--- src/rtl/accel_throttle_pkg.sv ---
// Shared types for the accelerator dispatch throttle: request payload, control state, counter width.
package accel_throttle_pkg;

   localparam int unsigned CNT_W        = 32;
   localparam int unsigned PAYLOAD_XLEN = 64;

   typedef struct packed {
      logic [31:0]             insn;
      logic [PAYLOAD_XLEN-1:0] rs1;
      logic [PAYLOAD_XLEN-1:0] rs2;
   } payload_t;

   localparam int unsigned PAYLOAD_W = $bits(payload_t);

   typedef enum logic [1:0] {
      ST_IDLE,
      ST_RUN,
      ST_HALT
   } state_e;

   function automatic logic [CNT_W-1:0] sat_inc(input logic [CNT_W-1:0] v);
      return (&v) ? v : v + 1'b1;
   endfunction

endpackage

--- src/rtl/accel_throttle_fifo.sv ---
// DEPTH-entry request payload FIFO; head is read straight from storage so a push is visible next cycle.
module accel_throttle_fifo
   import accel_throttle_pkg::*;
#(
   parameter int unsigned DEPTH = 4
) (
   input  logic                 clk_i,
   input  logic                 rst_ni,
   input  logic                 push_i,
   input  logic [PAYLOAD_W-1:0] wdata_i,
   input  logic                 pop_i,
   output logic [PAYLOAD_W-1:0] rdata_o,
   output logic                 full_o,
   output logic                 empty_o
);

   localparam int unsigned AW = $clog2(DEPTH);

   logic [PAYLOAD_W-1:0] mem_q [DEPTH];
   logic [AW:0]          wr_ptr_q;
   logic [AW:0]          rd_ptr_q;

   // Extra pointer bit distinguishes full from empty when the indices match.
   assign full_o  = (wr_ptr_q[AW] != rd_ptr_q[AW]) && (wr_ptr_q[AW-1:0] == rd_ptr_q[AW-1:0]);
   assign empty_o = (wr_ptr_q == rd_ptr_q);
   assign rdata_o = mem_q[rd_ptr_q[AW-1:0]];

   always_ff @(posedge clk_i or negedge rst_ni) begin
      if (!rst_ni) begin
         wr_ptr_q <= '0;
         rd_ptr_q <= '0;
         for (int i = 0; i < int'(DEPTH); i++) begin
            mem_q[i] <= '0;
         end
      end else begin
         if (push_i && !full_o) begin
            mem_q[wr_ptr_q[AW-1:0]] <= wdata_i;
            wr_ptr_q                <= wr_ptr_q + 1'b1;
         end
         if (pop_i && !empty_o) begin
            rd_ptr_q <= rd_ptr_q + 1'b1;
         end
      end
   end

endmodule

--- src/rtl/accel_dispatch_throttle.sv ---
// Elastic dispatch stage to Ara capping in-flight instructions; build with ACCEL_THROTTLE_STATS_EN
// to add saturating stall counters.
module accel_dispatch_throttle
   import accel_throttle_pkg::*;
#(
   parameter int unsigned XLEN            = 64,
   parameter int unsigned DEPTH           = 4,
   parameter int unsigned MAX_OUTSTANDING = 8,
   parameter int unsigned HALT_ON_EXC     = 1
) (
   input  logic                                 clk_i,
   input  logic                                 rst_ni,
   input  logic                                 in_valid_i,
   output logic                                 in_ready_o,
   input  logic [31:0]                          in_insn_i,
   input  logic [XLEN-1:0]                      in_rs1_i,
   input  logic [XLEN-1:0]                      in_rs2_i,
   output logic                                 out_valid_o,
   input  logic                                 out_ready_i,
   output logic [31:0]                          out_insn_o,
   output logic [XLEN-1:0]                      out_rs1_o,
   output logic [XLEN-1:0]                      out_rs2_o,
   input  logic                                 resp_valid_i,
   input  logic                                 resp_exc_i,
   output logic                                 resp_ready_o,
   output logic [$clog2(MAX_OUTSTANDING+1)-1:0] outstanding_o,
   output logic [CNT_W-1:0]                     issued_cnt_o,
   output logic                                 exc_o,
   output logic                                 spurious_o,
`ifdef ACCEL_THROTTLE_STATS_EN
   output logic [CNT_W-1:0]                     stall_credit_cnt_o,
   output logic [CNT_W-1:0]                     stall_ready_cnt_o,
`endif
   output logic                                 drained_o
);

   localparam int unsigned OW = $clog2(MAX_OUTSTANDING+1);
   localparam logic [OW-1:0] MAX_OUT = OW'(MAX_OUTSTANDING);

   payload_t   in_payload;
   payload_t   head_payload;
   logic       push;
   logic       pop;
   logic       fifo_full;
   logic       fifo_empty;
   state_e     state_q;
   logic [OW-1:0]    out_cnt_q;
   logic [CNT_W-1:0] issued_q;
   logic       exc_q;
   logic       spur_q;

   always_comb begin
      in_payload      = '0;
      in_payload.insn = in_insn_i;
      in_payload.rs1  = PAYLOAD_XLEN'(in_rs1_i);
      in_payload.rs2  = PAYLOAD_XLEN'(in_rs2_i);
   end

   accel_throttle_fifo #(
      .DEPTH (DEPTH)
   ) u_fifo (
      .clk_i   (clk_i),
      .rst_ni  (rst_ni),
      .push_i  (push),
      .wdata_i (in_payload),
      .pop_i   (pop),
      .rdata_o (head_payload),
      .full_o  (fifo_full),
      .empty_o (fifo_empty)
   );

   // Ready follows reset directly so upstream sees it low throughout reset.
   assign in_ready_o   = rst_ni & ~fifo_full;
   assign resp_ready_o = rst_ni;
   assign out_valid_o  = ~fifo_empty && (out_cnt_q < MAX_OUT) && (state_q == ST_RUN);
   assign push         = in_valid_i & in_ready_o;
   assign pop          = out_valid_o & out_ready_i;

   assign out_insn_o    = head_payload.insn;
   assign out_rs1_o     = head_payload.rs1[XLEN-1:0];
   assign out_rs2_o     = head_payload.rs2[XLEN-1:0];
   assign outstanding_o = out_cnt_q;
   assign issued_cnt_o  = issued_q;
   assign exc_o         = exc_q;
   assign spurious_o    = spur_q;
   assign drained_o     = fifo_empty && (out_cnt_q == '0) && !in_valid_i && (state_q != ST_IDLE);

   always_ff @(posedge clk_i or negedge rst_ni) begin
      if (!rst_ni) begin
         state_q   <= ST_IDLE;
         out_cnt_q <= '0;
         issued_q  <= '0;
         exc_q     <= 1'b0;
         spur_q    <= 1'b0;
      end else begin
         case (state_q)
            ST_IDLE: if (push) state_q <= ST_RUN;
            ST_RUN:  if ((HALT_ON_EXC != 0) && resp_valid_i && resp_exc_i) state_q <= ST_HALT;
            ST_HALT: state_q <= ST_HALT;
            default: state_q <= ST_IDLE;
         endcase

         // An issue and a response in the same cycle cancel out.
         if (pop && !resp_valid_i) begin
            out_cnt_q <= out_cnt_q + 1'b1;
         end else if (!pop && resp_valid_i && (out_cnt_q != '0)) begin
            out_cnt_q <= out_cnt_q - 1'b1;
         end

         if (pop) issued_q <= issued_q + 1'b1;
         if (resp_valid_i && resp_exc_i) exc_q <= 1'b1;
         if (resp_valid_i && (out_cnt_q == '0)) spur_q <= 1'b1;
      end
   end

`ifdef ACCEL_THROTTLE_STATS_EN
   logic [CNT_W-1:0] stall_credit_q;
   logic [CNT_W-1:0] stall_ready_q;

   always_ff @(posedge clk_i or negedge rst_ni) begin
      if (!rst_ni) begin
         stall_credit_q <= '0;
         stall_ready_q  <= '0;
      end else begin
         if (!fifo_empty && (out_cnt_q == MAX_OUT) && (state_q == ST_RUN)) begin
            stall_credit_q <= sat_inc(stall_credit_q);
         end
         if (out_valid_o && !out_ready_i) begin
            stall_ready_q <= sat_inc(stall_ready_q);
         end
      end
   end

   assign stall_credit_cnt_o = stall_credit_q;
   assign stall_ready_cnt_o  = stall_ready_q;
`else
   // Stall statistics compiled out.
`endif

endmodule

--- config.mk ---
export PLATFORM = sky130hd
export DESIGN_NAME = accel_dispatch_throttle
export DESIGN_NICKNAME = d
export VERILOG_FILES = /design/src/rtl/accel_throttle_pkg.sv /design/src/rtl/accel_throttle_fifo.sv /design/src/rtl/accel_dispatch_throttle.sv
export SDC_FILE = /design/constraint.sdc
export NUM_CORES = 1
export LEC_CHECK = 0
export CORE_MARGIN = 2
export CORE_UTILIZATION = 65
export DETAILED_ROUTE_END_ITERATION = 7
export DONT_BUFFER_PORTS = 1
export GPL_TIMING_DRIVEN = 0
export HOLD_SLACK_MARGIN = 0.02
export PLACE_DENSITY_LB_ADDON = 0.05
export RECOVER_POWER = 100
export SKIP_CTS_REPAIR_TIMING = 1
export SLEW_MARGIN = 15
export SYNTH_ARGS = -nofsm -noshare
export SYNTH_HDL_FRONTEND = slang
export SYNTH_SLANG_ARGS = --single-unit
--- constraint.sdc ---
create_clock -name clk_i -period 4 [get_ports clk_i]
set_input_delay 0.6 -clock clk_i [delete_from_list [all_inputs] [get_ports clk_i]]
set_output_delay 0.6 -clock clk_i [all_outputs]
set_load 0.02 [all_outputs]
==> results_dict.tcl, run 1 <==
set metrics [dict create \
    port_buffers 0 \
    rsz0062_at_grt "false" \
    cp-end-kind "output port" \
    dpl.hpwl_um 42280 \
    cts_num_sinks 686 \
    place.gp.congestion 0.7947 \
    drive_gt1_share_pct 29.26 \
    fin_setup_tns_ns 0 \
    crit_buf_inv 3 \
    fin_crit_ns 3.835 \
    fin_util_pct 71.95 \
    grt_usage_pct 27.59 \
    timing.fmax_mhz 260.7 \
    antenna_found_initial 0 \
    h-tree-depth 3 \
    fin_skew_ns 0.01484 \
    synth.most_common_cell "dfrtp_1" \
    finalCritPeriodShare_pct 95.88 \
    status "finished, violations left" \
    drv_cap 0 \
    routedWlPerCell_um 25.85 \
    clockRootBuffer "clkbuf_16" \
    p_leak_nw 14.08 \
    post_drt_via_cell_ratio 6.289 \
    worst_pin_slew_ns 3.098 \
    hold_viol 54 \
    syn_area_sq_um 29890 \
    path_cells "buf_4 -> clkbuf_1 -> clkbuf_2 -> mux4_2" \
    pwr_density_cell_nw_per_um2 900.5 \
    drv_slew 629 \
    required_ns 3.40 \
    num-nets-final 2007 \
    yosys.area.top_type_share_pct 57.44 \
    cts_buffers 72 \
    pin_count 368 \
    ys_top_cells_by_count "dfrtp_1 (686), mux2_1 (390), mux2_2 (255)" \
    critical_path.max_fanout 10 \
    clkSlewWorstSetupHoldPaths_ns 0.06 \
    areaGrowthSynthToFinish_pct 9.244 \
    synth_cells 1755 \
    drtIter0Drc 872 \
    fin_area_sq_um 32650 \
    drt-pass1-iter-count 5 \
    grt_max_degree 691 \
    crit_slowest_cell "clkbuf_1" \
    grt-ovfl-total 0 \
    die_area_sq_um 47710 \
    ant_nets 0 \
    grt_pass1_vias 16870 \
    crit_arrival_ns 3.24 \
    synth_ff_type "dfrtp_1" \
    yosys.area.top_type "dfrtp_1" \
    vias 15570 \
    synth_warnings 0 \
    ys_top_cells_by_area "dfrtp_1 (57%), mux2_1 (15%), mux4_2 (12%), mux2_2 (9.6%), buf_6 (1.2%)" \
    setup_viol 0 \
    synth-seq-cells 686 \
    cpPeakStageDelay_ns 0.81 \
    fillers 2874 \
    syn_nets 1933 \
    hold_ws_ns -0.2992 \
    min_path_type "primary input to asynchronous set/reset pin" \
    core_area_sq_um 45380 \
    peakVddDrop_uv 545.7 \
    clock_path_buffers 3 \
    drc_errors 0 \
    violations "negative hold slack, max-slew violations" \
    crit_family "buffers and inverters" \
    die_h_um 218.4 \
    postPlaceCellArea_sq_um 30640 \
    synth_edf_count 0 \
    die_w_um 218.4 \
    initial_utilization_pct 65.86 \
    insertion_delay_ns 0.60 \
    cts_tree "done" \
    yosys.cell_types.count 41 \
    synthArstFlopShare_pct 100.0 \
    syn_avg_cell_area_sq_um 17.03 \
    grt_pass1_wl_um 98990 \
    relSlewSlack_pct -106.5 \
    ys_seq_area_share_pct 57.44 \
    cp-start-kind "register" \
    critical_path_class "register to output port" \
    num_rows 78 \
    wl_um 63990 \
]
-- metrics by stage --
step	hold WS, ns	power, W	instances	worst slack, ns
floorplan	0.3044	0.02063	1755	1.647
global placement	0.3166	0.02263	2355	0.7634
finish	-0.2992	0.02940	2475	0.1649
detailed placement	0.3172	0.02321	2355	0.7594
CTS	-0.3179	0.02975	2473	0.1239
global route	-0.3137	0.03085	2473	0.04140
-- layout make-up --
class	instances	area (sq um)	area share, %
flip-flops and latches	686	17170	52.58
diodes	2	5.005	0.01533
inverters	7	26.28	0.08048
plain buffers	110	511.7	1.567
multi-input cells	952	11910	36.47
clock buffers	108	2173	6.656
clock inverters	10	107.6	0.3296
well taps	600	750.7	2.299
-- state kept, by name (all words and copies together) (netlist names) --
| name | count |
|---|---|
| issued_cnt_o | 32 |
| u_fifo.rd_ptr_q | 3 |
| exc_o | 1 |
| u_fifo.wr_ptr_q | 3 |
| spurious_o | 1 |
| state_q | 2 |
| u_fifo.mem_q | 640 |
| outstanding_o | 4 |
-- report_power, final --
part	total (W)	switching (W)	internal, W
logic	0.0109	0.00583	0.00511
registers	0.0120	0.00172	0.0103
clock network	0.00646	0.00260	0.00386
total	0.0294	0.0102	0.0192
-- layer usage --
layer | share of wire, % | global-route usage, % | routed length [um]
met5 | 0 | 0 | 0
met4 | 3.2 | 10.93 | 2044
met3 | 7.7 | 8.754 | 4904
met2 | 49 | 43.00 | 31090
met1 | 41 | 36.49 | 25950
-- final timing paths --
path | from | endpoint | slack (ns) | cells after the start
worst max-delay path | u_fifo.rd_ptr_q[0]$_DFFE_PN0P_ | out_rs1_o[63] | 0.16 | 4
worst min-delay path | rst_ni | issued_cnt_o[31]$_DFFE_PN0N_ | -0.30 | 0
worst max register to register | u_fifo.rd_ptr_q[1]$_DFFE_PN0P_ | u_fifo.mem_q[304]$_DFFE_PN0P_ | 0.24 | 9
worst min register to register | u_fifo.mem_q[262]$_DFFE_PN0P_ | u_fifo.mem_q[262]$_DFFE_PN0P_ | 0.48 | 1
max in group asynchronous | rst_ni | u_fifo.mem_q[174]$_DFFE_PN0P_ | 1.87 | 0
min in group clk_i | in_insn_i[29] | u_fifo.mem_q[637]$_DFFE_PN0P_ | 0.13 | 1
-- worst register-to-register path, stage by stage, from the launching register on --
cell and delay (ns):
dfrtp_1 0.38, clkbuf_2 0.30, xnor2_2 0.30, nand3b_1 0.20, and3_1 0.24, clkbuf_1 0.21, nand2_1 0.48, clkbuf_1 0.80
buf_4 0.36, mux2_1 0.36
-- cells in the final DEF, fill, tap and decap left out, drive strengths merged, types with 6 or more instances in the layout --
cell type / instances
mux2: 645
nand4: 9
and3: 9
clkbuf: 201
inv: 9
nor2: 8
ha: 11
buf: 17
nor3: 6
nand2: 18
dfrtp: 686
clkinv: 6
xnor2: 25
mux4: 160
nand3: 14
xor2: 15
-- logic make-up after synthesis --
| family | after synthesis | synth area share [%] |
|---|---|---|
| AND/OR/NAND/NOR | 81 | 1.499 |
| multiplexers | 805 | 36.36 |
| buffers and inverters | 117 | 2.637 |
| adder cells (fa/ha/maj) | 12 | 0.5275 |
| XOR/XNOR | 40 | 1.222 |
| AO/OA/AOI/OAI | 14 | 0.3181 |
| flip-flops | 686 | 57.44 |
Power figures use the tool's default switching activity.
==> run 2: changes to the inputs <==
--- a/config.mk
+++ b/config.mk
@@ -10,7 +10,7 @@
 export DETAILED_ROUTE_END_ITERATION = 7
 export DONT_BUFFER_PORTS = 1
 export GPL_TIMING_DRIVEN = 0
-export HOLD_SLACK_MARGIN = 0.02
+export HOLD_SLACK_MARGIN = 0.05
 export PLACE_DENSITY_LB_ADDON = 0.05
 export RECOVER_POWER = 100
 export SKIP_CTS_REPAIR_TIMING = 1
==> results of run 2 <==
No change in the layout: final DEF, timing and power equal those of run 1.
==> run 3: changes to the inputs <==
--- a/config.mk
+++ b/config.mk
@@ -14,7 +14,7 @@
 export PLACE_DENSITY_LB_ADDON = 0.05
 export RECOVER_POWER = 100
 export SKIP_CTS_REPAIR_TIMING = 1
-export SLEW_MARGIN = 15
 export SYNTH_ARGS = -nofsm -noshare
 export SYNTH_HDL_FRONTEND = slang
+export SYNTH_HIERARCHICAL = 1
 export SYNTH_SLANG_ARGS = --single-unit
==> run 3 against run 2 <==
Against the previous run:
- the run ends with negative hold slack, max-capacitance violations, max-slew violations, negative setup slack left
- clock power increased by 4.0%
- critical path depth increased by 5
- die area increased by 0.50%
- flip-flop and latch count did not move
- non-clock buffer count down 1
- sequential share of layout area shrank 0.86 points
- design area grew 1.7%
==> results_dict.tcl, run 3 <==
set metrics [dict create \
    drv_slew 521 \
    wirelength_met1_um 25740 \
    yosys.area_share.simple_pct 1.595 \
    worst_path_most_repeated_cell "nand2_1" \
    cts_num_sinks 686 \
    post_drt_via_cell_ratio 6.254 \
    syn_nets 1943 \
    cp-start-kind "primary input" \
    required_ns 4.47 \
    crit_slowest_cell "nor2b_2" \
    wl_met3_um 5436 \
    drive_gt1_share_pct 32.44 \
    setup_viol 641 \
    p_leak_nw 14.12 \
    drt-pass1-iter-count 5 \
    synth_xor_area_share_pct 1.287 \
    antenna_found_initial 0 \
    hold_ws_ns -0.2839 \
    die_w_um 219.0 \
    grt-ovfl-total 0 \
    violations "negative hold slack, max-capacitance violations, max-slew violations, negative setup slack" \
    largest_reg_flops 640 \
    fin_skew_ns 0.01075 \
    final_common_cell "dfrtp_1" \
    ys_top_cells_by_area "dfrtp_1 (57%), mux2_1 (15%), mux4_2 (12%), mux2_2 (9.6%), buf_6 (1.6%)" \
    core_area_sq_um 45480 \
    pin_count 368 \
    hold_viol 149 \
    p_int_w 0.01970 \
    place.gp.congestion 0.8037 \
    synth_compound_area_share_pct 0.5165 \
    die_h_um 219.0 \
    fillers 2841 \
    synthArstFlopShare_pct 100.0 \
    critical_path_class "primary input to register" \
    die_area_sq_um 47950 \
    synthMuxAreaShare_pct 36.21 \
    ys_seq_area_share_pct 57.15 \
    syn_avg_cell_area_sq_um 17.01 \
    status "finished, violations left" \
    synth_top_family_by_area "multiplexers" \
    syn_area_sq_um 30040 \
    power_frac_clock_pct 22.4 \
    fin_crit_ns 4.288 \
    grt_pass1_vias 17000 \
    synth_cells 1766 \
    clockRootBuffer "clkbuf_16" \
    drv_cap 1 \
    layout_common_cells "dfrtp_1 (686), mux2_1 (390), mux2_2 (255)" \
    cts_buffers 71 \
    drtIter0Drc 923 \
    routedWlPerCell_um 26.10 \
    cpPeakStageDelay_ns 0.69 \
    h-tree-depth 3 \
    dpl.hpwl_um 44190 \
    synth_warnings 6 \
    crit_family "simple AND/OR/NAND/NOR gates" \
    drc_errors 0 \
    setup_slack_ns -0.2877 \
    synth-seq-cells 686 \
    min_path_type "primary input to asynchronous set/reset pin" \
    fin_util_pct 72.98 \
    wl_um 65150 \
    synth.most_common_cell "dfrtp_1" \
    port_buffers 0 \
    initial_utilization_pct 66.05 \
    relSlewSlack_pct -131.5 \
    worst_pin_slew_ns 3.472 \
    pwr_density_cell_nw_per_um2 904.3 \
    power.switching_w 0.01031 \
    cts_tree "done" \
    areaGrowthSynthToFinish_pct 10.49 \
    rsz0062_at_grt "false" \
    yosys.cell_types.count 44 \
    clkSlewWorstSetupHoldPaths_ns 0.06 \
    crit_arrival_ns 4.76 \
    swShare_pct 34.36 \
    cp-end-kind "register" \
    fin_setup_tns_ns -120.46 \
    met2WireLength_um 31640 \
    max_flop_register "u_fifo/mem_q" \
    topRoutingLayerUsed "met4" \
    synth_ff_type "dfrtp_1" \
    path_cells "nor2b_2 -> nand2_1 -> inv_1 -> clkbuf_1 -> nand2_1 -> a31oi_4 -> buf_4 -> buf_6 -> mux2_1" \
    crit_buf_inv 4 \
    num_rows 78 \
    yosys.area.top_type "dfrtp_1" \
    critical_path.max_fanout 688 \
    vias 15610 \
    power_w 0.03002 \
    num_antenna_cells 0 \
    seqPwrFrac_pct 39.9 \
    grt_max_degree 689 \
    insertion_delay_ns 0.60 \
    pwr-share-comb_pct 37.7 \
    clock_path_buffers 3 \
    grt_usage_pct 27.87 \
    synth_edf_count 0 \
    ant_nets 0 \
    peakVddDrop_uv 532.7 \
    timing.fmax_mhz 233.2 \
    grt_pass1_wl_um 100300 \
    num-nets-final 2016 \
    finalCritPeriodShare_pct 107.2 \
    ys_top_cells_by_count "dfrtp_1 (686), mux2_1 (390), mux2_2 (255)" \
    synth_adder_area_share_pct 0.4832 \
    yosys.area.top_type_share_pct 57.15 \
]
## run 3: final timing paths
kind,start,to,slack (ns),cells after the start
max in group asynchronous,rst_ni,u_fifo/mem_q[636]$_DFFE_PN0P_,1.58,0
min in group clk_i,resp_valid_i,exc_o$_DFFE_PN0P_,0.12,1
worst min-delay path,rst_ni,u_fifo/mem_q[441]$_DFFE_PN0P_,-0.28,0
worst max-delay path,rst_ni,u_fifo/mem_q[142]$_DFFE_PN0P_,-0.29,9
worst min register to register,u_fifo/mem_q[236]$_DFFE_PN0P_,u_fifo/mem_q[236]$_DFFE_PN0P_,0.48,1
worst max register to register,u_fifo/rd_ptr_q[0]$_DFFE_PN0P_,u_fifo/mem_q[142]$_DFFE_PN0P_,0.31,12
## run 3: per-layer routing
| metal | up-vias | global-route usage, % |
|---|---|---|
| li1 | 6741 | - |
| met1 | 8382 | 35.29 |
| met2 | 367 | 44.35 |
| met3 | 121 | 10.34 |
| met4 | 0 | 10.36 |
| met5 | - | 0 |
## run 3: cell families after synthesis
kind of cell    count (synthesis)
mux                           806
flops                         686
buf+inv                       119
simple gates                   84
xor+xnor                       42
compound gates                 18
fa+ha+maj                      11
## run 3: final cells by class
type | count | area (sq um) | area share (%)
clock buffer | 112 | 2216 | 6.676
tap | 600 | 750.7 | 2.262
inverter | 10 | 37.54 | 0.1131
multi-input combinational | 961 | 12060 | 36.32
clock inverter | 18 | 206.4 | 0.6220
sequential | 686 | 17170 | 51.72
buffer | 109 | 758.2 | 2.284
## run 3: power groups by stage
stage / Clock, W / Sequential, W / Combinational, W
2_1_floorplan: 0 / 0.0114 / 0.00945
3_3_place_gp: 0 / 0.0118 / 0.0111
6_report: 0.00672 / 0.0120 / 0.0113
5_1_grt: 0.00714 / 0.0124 / 0.0120
3_5_place_dp: 0 / 0.0121 / 0.0114
4_1_cts: 0.00686 / 0.0120 / 0.0115
## run 3: worst register-to-register path: stages (launching register included)
cell and delay [ns]:
dfrtp_1 0.39, clkbuf_2 0.38, xor2_1 0.37, nor2_1 0.11, nor2b_2 0.34, nand2_1 0.15, inv_1 0.07, clkbuf_1 0.27
nand2_1 0.15, a31oi_4 0.37, buf_4 0.38, buf_6 0.23, mux2_1 0.36
## run 3: per-stage QoR
step | instances | worst slack, ns | instance area (sq um)
global route | 2496 | 0.02709 | 33190
CTS | 2496 | -0.3496 | 33210
global placement | 2366 | -0.2764 | 30790
finish | 2496 | -0.2877 | 33190
detailed placement | 2366 | -0.3544 | 30790
floorplan | 1766 | 1.079 | 30040
